`config.mk`:
```
export PLATFORM = sky130hd
export DESIGN_NAME = div_hilo_sequencer
export DESIGN_NICKNAME = d
export VERILOG_FILES = /design/src/rtl/div_hilo_sequencer.sv
export SDC_FILE = /design/constraint.sdc
export NUM_CORES = 1
export LEC_CHECK = 0
export BUFFER_PORTS_ARGS = -buffer_cell sky130_fd_sc_hd__buf_2
export CAP_MARGIN = 25
export CORE_ASPECT_RATIO = 2
export CORE_MARGIN = 2
export CORE_UTILIZATION = 36
export DETAILED_ROUTE_END_ITERATION = 8
export HOLD_SLACK_MARGIN = 0.03
export SLEW_MARGIN = 20
export SYNTH_ARGS = -nofsm -noshare
export SYNTH_HDL_FRONTEND = slang
export SYNTH_SLANG_ARGS = --single-unit
```
`constraint.sdc`:
```
create_clock -name clk -period 4.2 [get_ports clk]
set_clock_uncertainty 0.05 [all_clocks]
set_input_delay 0.42 -clock clk [delete_from_list [all_inputs] [get_ports clk]]
set_output_delay 0.42 -clock clk [all_outputs]
set_load 0.03 [all_outputs]
```
`src/rtl/div_hilo_sequencer.sv`:
```
// ============================================================================
// Module      : div_hilo_sequencer
// Description : Iterative restoring DIV/DIVU sequencer that owns HI/LO and
//               raises stall for MFHI/MFLO while a divide is in flight.
// Revision    : 1.0 - initial release
// ============================================================================
`default_nettype none

module div_hilo_sequencer #(
    parameter int WIDTH = 32,
    parameter int CNT_W = 6
) (
    input  logic             clk,
    input  logic             rst_b,
    input  logic             start,
    input  logic             signed_op,
    input  logic [WIDTH-1:0] dividend,
    input  logic [WIDTH-1:0] divisor,
    input  logic             hilo_read,
    output logic [WIDTH-1:0] hi,
    output logic [WIDTH-1:0] lo,
    output logic             busy,
    output logic             done,
    output logic             div_by_zero,
    output logic             stall
);

    typedef enum logic [1:0] {
        S_IDLE = 2'd0,
        S_RUN  = 2'd1,
        S_FIX  = 2'd2
    } state_t;

    state_t           state_q;
    logic [WIDTH-1:0] q_q;
    logic [WIDTH-1:0] rem_q;
    logic [WIDTH-1:0] dvs_q;
    logic [WIDTH-1:0] dvd_raw_q;
    logic [CNT_W-1:0] cnt_q;
    logic             sign_q_q;
    logic             sign_r_q;
    logic             zero_q;
    logic [WIDTH-1:0] hi_q;
    logic [WIDTH-1:0] lo_q;
    logic             done_q;
    logic             dbz_q;

    logic [WIDTH-1:0] dvd_mag_d;
    logic [WIDTH-1:0] dvs_mag_d;
    logic [WIDTH:0]   rem_shift_d;
    logic             rem_ge_d;
    logic [WIDTH:0]   rem_sub_d;
    logic [WIDTH-1:0] rem_step_d;
    logic [WIDTH-1:0] q_step_d;
    logic [WIDTH-1:0] lo_fix_d;
    logic [WIDTH-1:0] hi_fix_d;

    // Magnitude of the most negative value wraps to itself, which is the
    // correct unsigned magnitude 2^(WIDTH-1).
    assign dvd_mag_d = (signed_op && dividend[WIDTH-1]) ? (~dividend + 1'b1) : dividend;
    assign dvs_mag_d = (signed_op && divisor[WIDTH-1])  ? (~divisor + 1'b1)  : divisor;

    // The partial remainder stays below the divisor, so only the shifted
    // value needs the extra accumulator bit.
    assign rem_shift_d = {rem_q, q_q[WIDTH-1]};
    assign rem_ge_d    = (rem_shift_d >= {1'b0, dvs_q});
    assign rem_sub_d   = rem_shift_d - {1'b0, dvs_q};
    assign rem_step_d  = rem_ge_d ? rem_sub_d[WIDTH-1:0] : rem_shift_d[WIDTH-1:0];
    assign q_step_d    = {q_q[WIDTH-2:0], rem_ge_d};

    assign lo_fix_d = zero_q   ? {WIDTH{1'b1}} :
                      sign_q_q ? (~q_q + 1'b1) : q_q;
    assign hi_fix_d = zero_q   ? dvd_raw_q :
                      sign_r_q ? (~rem_q + 1'b1) : rem_q;

    always_ff @(posedge clk or negedge rst_b) begin
        if (!rst_b) begin
            state_q   <= S_IDLE;
            q_q       <= '0;
            rem_q     <= '0;
            dvs_q     <= '0;
            dvd_raw_q <= '0;
            cnt_q     <= '0;
            sign_q_q  <= 1'b0;
            sign_r_q  <= 1'b0;
            zero_q    <= 1'b0;
            hi_q      <= '0;
            lo_q      <= '0;
            done_q    <= 1'b0;
            dbz_q     <= 1'b0;
        end else begin
            done_q <= 1'b0;
            case (state_q)
                S_IDLE: begin
                    if (start) begin
                        q_q       <= dvd_mag_d;
                        dvs_q     <= dvs_mag_d;
                        dvd_raw_q <= dividend;
                        sign_q_q  <= signed_op & (dividend[WIDTH-1] ^ divisor[WIDTH-1]);
                        sign_r_q  <= signed_op & dividend[WIDTH-1];
                        zero_q    <= (divisor == '0);
                        rem_q     <= '0;
                        cnt_q     <= '0;
                        dbz_q     <= 1'b0;
                        state_q   <= S_RUN;
                    end
                end
                S_RUN: begin
                    rem_q <= rem_step_d;
                    q_q   <= q_step_d;
                    cnt_q <= cnt_q + 1'b1;
                    if (cnt_q == CNT_W'(WIDTH - 1)) begin
                        state_q <= S_FIX;
                    end
                end
                S_FIX: begin
                    lo_q    <= lo_fix_d;
                    hi_q    <= hi_fix_d;
                    dbz_q   <= zero_q;
                    done_q  <= 1'b1;
                    state_q <= S_IDLE;
                end
                default: state_q <= S_IDLE;
            endcase
        end
    end

    assign hi          = hi_q;
    assign lo          = lo_q;
    assign busy        = (state_q == S_RUN) || (state_q == S_FIX);
    assign done        = done_q;
    assign div_by_zero = dbz_q;
    assign stall       = hilo_read & busy;

endmodule

`default_nettype wire

```
After elaboration in Yosys (flattened, before gate mapping). Index checks and enable logic that the tools add are counted.

Bits in registers: 205. Output and inout bits: 68. Word-level logic and storage cells: 63.

$add $sub $neg: 6. Magnitude comparators: 1. Equality and inequality tests: 5. Muxes and demuxes: 19. Bitwise logic cells: 8. Reduce and logical (&&, ||, !) cells: 11.

Operators by type and width (number): two-way mux 32 bit (9); adder 32 x 1 -> 32 bit (second input constant) (4); NOT 32 bit (4); one-hot mux 32 bit (2 select lines) (2); >= comparator 33 x 32 -> 1 bit (1); logical NOT 32 bit (1); subtractor 32 bit (1); one-hot mux 6 bit (2 select lines) (1); AND reduction 2 bit (4); adder 6 x 1 -> 6 bit (second input constant) (1); equality test 6 x 5 -> 1 bit (second input constant) (1); two-way mux 6 bit (1); two-way mux 2 bit (2); != test 2 bit (second input constant) (2); one-hot mux 2 bit (2 select lines) (1); nonzero test 2 bit (2); bitwise AND 1 bit (3); equality test 2 x 1 -> 1 bit (second input constant) (1); equality test 2 bit (second input constant) (1); logical AND 1 bit (2); logical NOT 2 bit (1); two-way mux 1 bit (2); one-hot mux 1 bit (2 select lines) (1); logical OR 1 bit (1); bitwise XOR 1 bit (1).

Longest topological paths before layout.
Depth after elaboration: 5. Gate-level depth with buffers: 13.

Worst setup path after synthesis. Ideal clock, no wire load.

Kind: register to register. Start: register rem_q[2]. End: register rem_q[19]. Arrival: 2.802 ns. Data required time: 4.016 ns. Setup slack: 1.214 ns. Cell stages (with the launch flop): 12. Clock period less this slack: 2.986 ns. Path through: dfrtp_1 ha_1 nand3_1 o21bai_1 a211oi_1 o21ai_0 a31oi_1 a21oi_1 a21oi_1 buf_2 mux2i_1 o21ai_0.

Longest elaborated chain between the ends: 3. Elaborated cells on any way between the ends: 4. Those cells by class: 1 x add/sub; 1 x order compare; 2 x mux.

RTL lines: start: declaration (line 36) `logic [WIDTH-1:0] rem_q;`; start signal: assignment (line 109) `rem_q <= rem_step_d;`; subtractor 32 bit / >= comparator 33 x 32 -> 1 bit (equally long branches) (line 67, 66); two-way mux 32 bit * (line 68) `assign rem_step_d = rem_ge_d ? rem_sub_d[WIDTH-1:0] : rem_shift_d[WIDTH-1:0];`; one-hot mux 32 bit (2 select lines) * (line 93) `case (state_q)`.

Mark *: on every way between the ends. The rest lies on a longest branch, timed or not. A chain may end at the register's enable or synchronous reset.

Worst setup path in the final report.
Start: register rem_q[2]. End: register rem_q[6].

Same word-level chain as after synthesis.

==> results.py <==
metrics = {
    "outcome": {
        "outcome": "completed",
    },
    "worst_setup_path": {
        "worstPathCellList": "ha_1 -> nand3_1 -> o21bai_1 -> a211oi_1 -> o21ai_0 -> a31oi_1 -> buf_4 -> a21oi_1 -> a21oi_4 -> buf_12 -> mux2i_1 -> o21ai_0",
        "cp-start-kind": "flop",
        "criticalPathCategory": "reg2reg",
        "crit_buf_inv": 2,
        "worst_path_most_repeated_cell": "o21ai_0",
        "r2r_start": "rem_q[2]$_DFFE_PN0P_",
        "crit_family": "compound AO/OA/AOI/OAI gates",
        "worst-endpoint-required_ns": 4.53,
        "endpoint_kind": "flop",
        "critPathLaunch": "rem_q[2]$_DFFE_PN0P_",
        "cpPeakStageDelay_ns": 0.48,
        "worst-path-max-fanout": 25,
        "slowest_stage": "dfrtp_1",
        "worstPathArrival_ns": 3.92,
    },
    "logic_synthesis": {
        "netlist_area_um2": 12800,
        "avgSynthCellArea_um2": 9.01,
        "synth_edf_count": 0,
        "synth_seq_cells": 205,
        "synth_seq_area_share_pct": 40.1,
        "ys_types": 66,
        "async_reset_ff_share_pct": 100,
        "syn_inst": 1420,
        "synth_warnings": 0,
        "syn_nets": 1530,
        "synth-main-ff-cell": "dfrtp_1",
    },
    "layout": {
        "fillers": 3498,
        "final_cell_mix": "dfrtp_1 (204), nand2_1 (190), o21ai_0 (169), buf_2 (135)",
        "nNetsFinal": 1632,
        "drive_above_1_share_pct": 17.3,
        "layout_commonest_cell": "dfrtp_1",
        "area_growth_pct": 14.1,
        "finish.instance_area_um2": 14600,
    },
    "die": {
        "rows": 97,
        "die_h_um": 271,
        "ios": 137,
        "core_um2": 35100,
        "dieArea_um2": 37100,
        "start_util_pct": 36.5,
        "die_x_um": 137,
    },
    "run": {
        "drv_cap": 0,
    },
    "clock_network": {
        "clk_pin_slew_ns": 0.07,
        "clk_path_buf_depth": 3,
        "cts.sinks": 205,
        "cts_tree": "done",
        "numCtsBuffers": 20,
        "insertion_delay_ns": 0.52,
        "cts_root_buffer": "clkbuf_16",
        "cts_resized": 0,
        "cts_max_level": 1,
        "post-cts-setup-buffer-count": 0,
        "hold_buffers": 1,
    },
    "global_routing": {
        "grt_pass1_wl_um": 56000,
        "antenna_found_initial": 4,
        "grt_pass1_vias": 10800,
        "gr-total-overflow": 0,
        "grt_use_total_pct": 19.0,
        "grt_max_degree": 67,
    },
    "sta": {
        "hold_viol_final": 0,
        "tns_ns": 0,
        "setup_viol": 0,
        "rsz0062_at_grt": "no",
        "finalMaxSlewViolations": 0,
        "max_freq_mhz": 279,
        "finalCriticalPeriod_ns": 3.59,
        "worstMarginPinSlew_ns": 1.00,
        "fin_hold_ws_ns": 0.129,
        "slew-limit-headroom_pct": 33.3,
        "timing.final.crit_share_pct": 85.4,
    },
    "drt": {
        "drtAntennaViolNets": 0,
        "via_per_inst": 5.30,
        "vias": 10526,
        "dr.pass1.iters": 5,
        "drcViolationCount": 0,
        "totalWireLength_um": 35200,
        "wl_per_cell_um": 17.7,
        "drtIter0Drc": 480,
    },
    "place": {
        "gp_routability_congestion": 0.931,
        "hpwl_um": 27300,
        "port_buffers": 136,
        "place_area_um2": 13900,
    },
    "power_and_ir_drop": {
        "finalPower_mw": 9.38,
        "cellLeakagePower_nw": 6.61,
        "ir_drop_mv": 0.337,
        "p_per_area_nw_per_um2": 643,
    },
    "worst_hold_path": {
        "hold_class": "in2reg",
        "min_from": "dividend[7]",
    },
}
worst register-to-register path, delay by kind of cell, from the launching register on:
family	cells	cell delay (ns)
buffers and inverters	2	0.44
adder cells (fa/ha/maj)	1	0.41
flip-flops	1	0.48
AO/OA/AOI/OAI	7	1.64
multiplexers	1	0.32
AND/OR/NAND/NOR	1	0.11
synth_stat cells (all sizes together) (4+ instances only):
| cell type | count | area share, % |
|---|---|---|
| ha | 40 | 3.9 |
| nor4 | 8 | 0.56 |
| nor3 | 15 | 0.59 |
| o21a | 8 | 0.47 |
| dfrtp | 205 | 40 |
| a221o | 7 | 0.55 |
| o41ai | 14 | 1.2 |
| or4 | 14 | 0.92 |
| and3 | 5 | 0.24 |
| nand2b | 9 | 0.44 |
| o31ai | 27 | 1.7 |
| mux2i | 26 | 2.0 |
| o21ai | 173 | 6.8 |
| xnor2 | 80 | 5.5 |
| nand2 | 191 | 5.6 |
| nand3 | 16 | 0.63 |
| clkbuf | 70 | 2.4 |
| nor2b | 9 | 0.44 |
| inv | 54 | 1.6 |
| o21bai | 4 | 0.23 |
| a21o | 14 | 0.82 |
| mux2 | 55 | 4.9 |
| o22a | 32 | 2.2 |
| nor2 | 91 | 2.7 |
| or3 | 15 | 0.74 |
| xor2 | 71 | 4.9 |
| nand4 | 12 | 0.59 |
| buf | 7 | 0.35 |
| and2 | 16 | 0.78 |
| a21oi | 92 | 3.6 |
| o22ai | 4 | 0.20 |
| a31oi | 5 | 0.24 |
per-stage QoR:
stage                     std cells  worst slack, ns  util [%]
final                          1985            0.613      41.6
after global routing           1985            0.427      41.6
after CTS                      1981            0.634      41.6
after detailed placement       1944            0.649      39.6
after global placement         1944            0.732      39.6
after floorplan                1420             1.21         -
worst paths after layout:
| path | cells after the start | to | slack [ns] |
|---|---|---|---|
| setup / recovery | 12 | rem_q[6]$_DFFE_PN0P_ | 0.61 |
| hold / removal | 2 | dvd_raw_q[7]$_DFFE_PN0P_ | 0.13 |
| setup reg to reg | 12 | rem_q[6]$_DFFE_PN0P_ | 0.61 |
| hold reg to reg | 2 | dvs_q[15]$_DFFE_PN0P_ | 0.43 |
| max in group asynchronous | 3 | lo[15]$_DFFE_PN0P_ | 2.70 |
| min in group asynchronous | 2 | hi[1]$_DFFE_PN0P_ | 0.40 |
flip-flops by register name (all words and copies together) (netlist names):
name,count
done,1
div_by_zero,1
sign_r_q,1
hi,32
rem_q,32
zero_q,1
dvd_raw_q,32
cnt_q,6
sign_q_q,1
lo,32
state_q,2
dvs_q,32
q_q,32
where the power goes:
| group | internal (mW) | total (mW) | switching [mW] | leakage, nW |
|---|---|---|---|---|
| combinational | 1.77 | 4.38 | 2.60 | 3.62 |
| clock | 1.09 | 1.90 | 0.810 | 0.326 |
| sequential | 2.52 | 3.10 | 0.582 | 2.67 |
| total | 5.39 | 9.38 | 4.00 | 6.61 |
cell families (layout without fill, tap and decap cells):
logic type | count (synthesis) | count (layout) | synth area share (%)
flops | 205 | 205 | 40.1
mux | 81 | 81 | 6.91
simple gates | 408 | 408 | 14.7
compound gates | 403 | 403 | 19.5
xor+xnor | 151 | 151 | 10.3
buf+inv | 131 | 247 | 4.32
other cells | 0 | 4 | 0
fa+ha+maj | 41 | 41 | 4.07
per-layer routing:
layer  vias to the layer above  wire length [µm]  global-route usage [%]  part of all wire [%]
li1                       5207                 -                       -                     -
met1                      5009             12800                    19.2                    36
met2                       214             19400                    36.4                    55
met3                        96              1020                    1.89                   2.9
met4                         0              1960                    10.9                   5.6
met5                         -                 0                       0                     0
area by class of cell:
| cell class | instances | area [µm²] | share of cell area (%) |
|---|---|---|---|
| sequential | 205 | 5130 | 35.2 |
| tap | 445 | 557 | 3.82 |
| clock inverter | 8 | 97.6 | 0.669 |
| antenna | 4 | 10.0 | 0.0686 |
| timing repair buffer | 157 | 875 | 6.00 |
| inverter | 54 | 203 | 1.39 |
| clock buffer | 28 | 582 | 3.99 |
| multi-input combinational | 1084 | 7130 | 48.9 |
No activity file was read; power rests on OpenSTA's default activity.
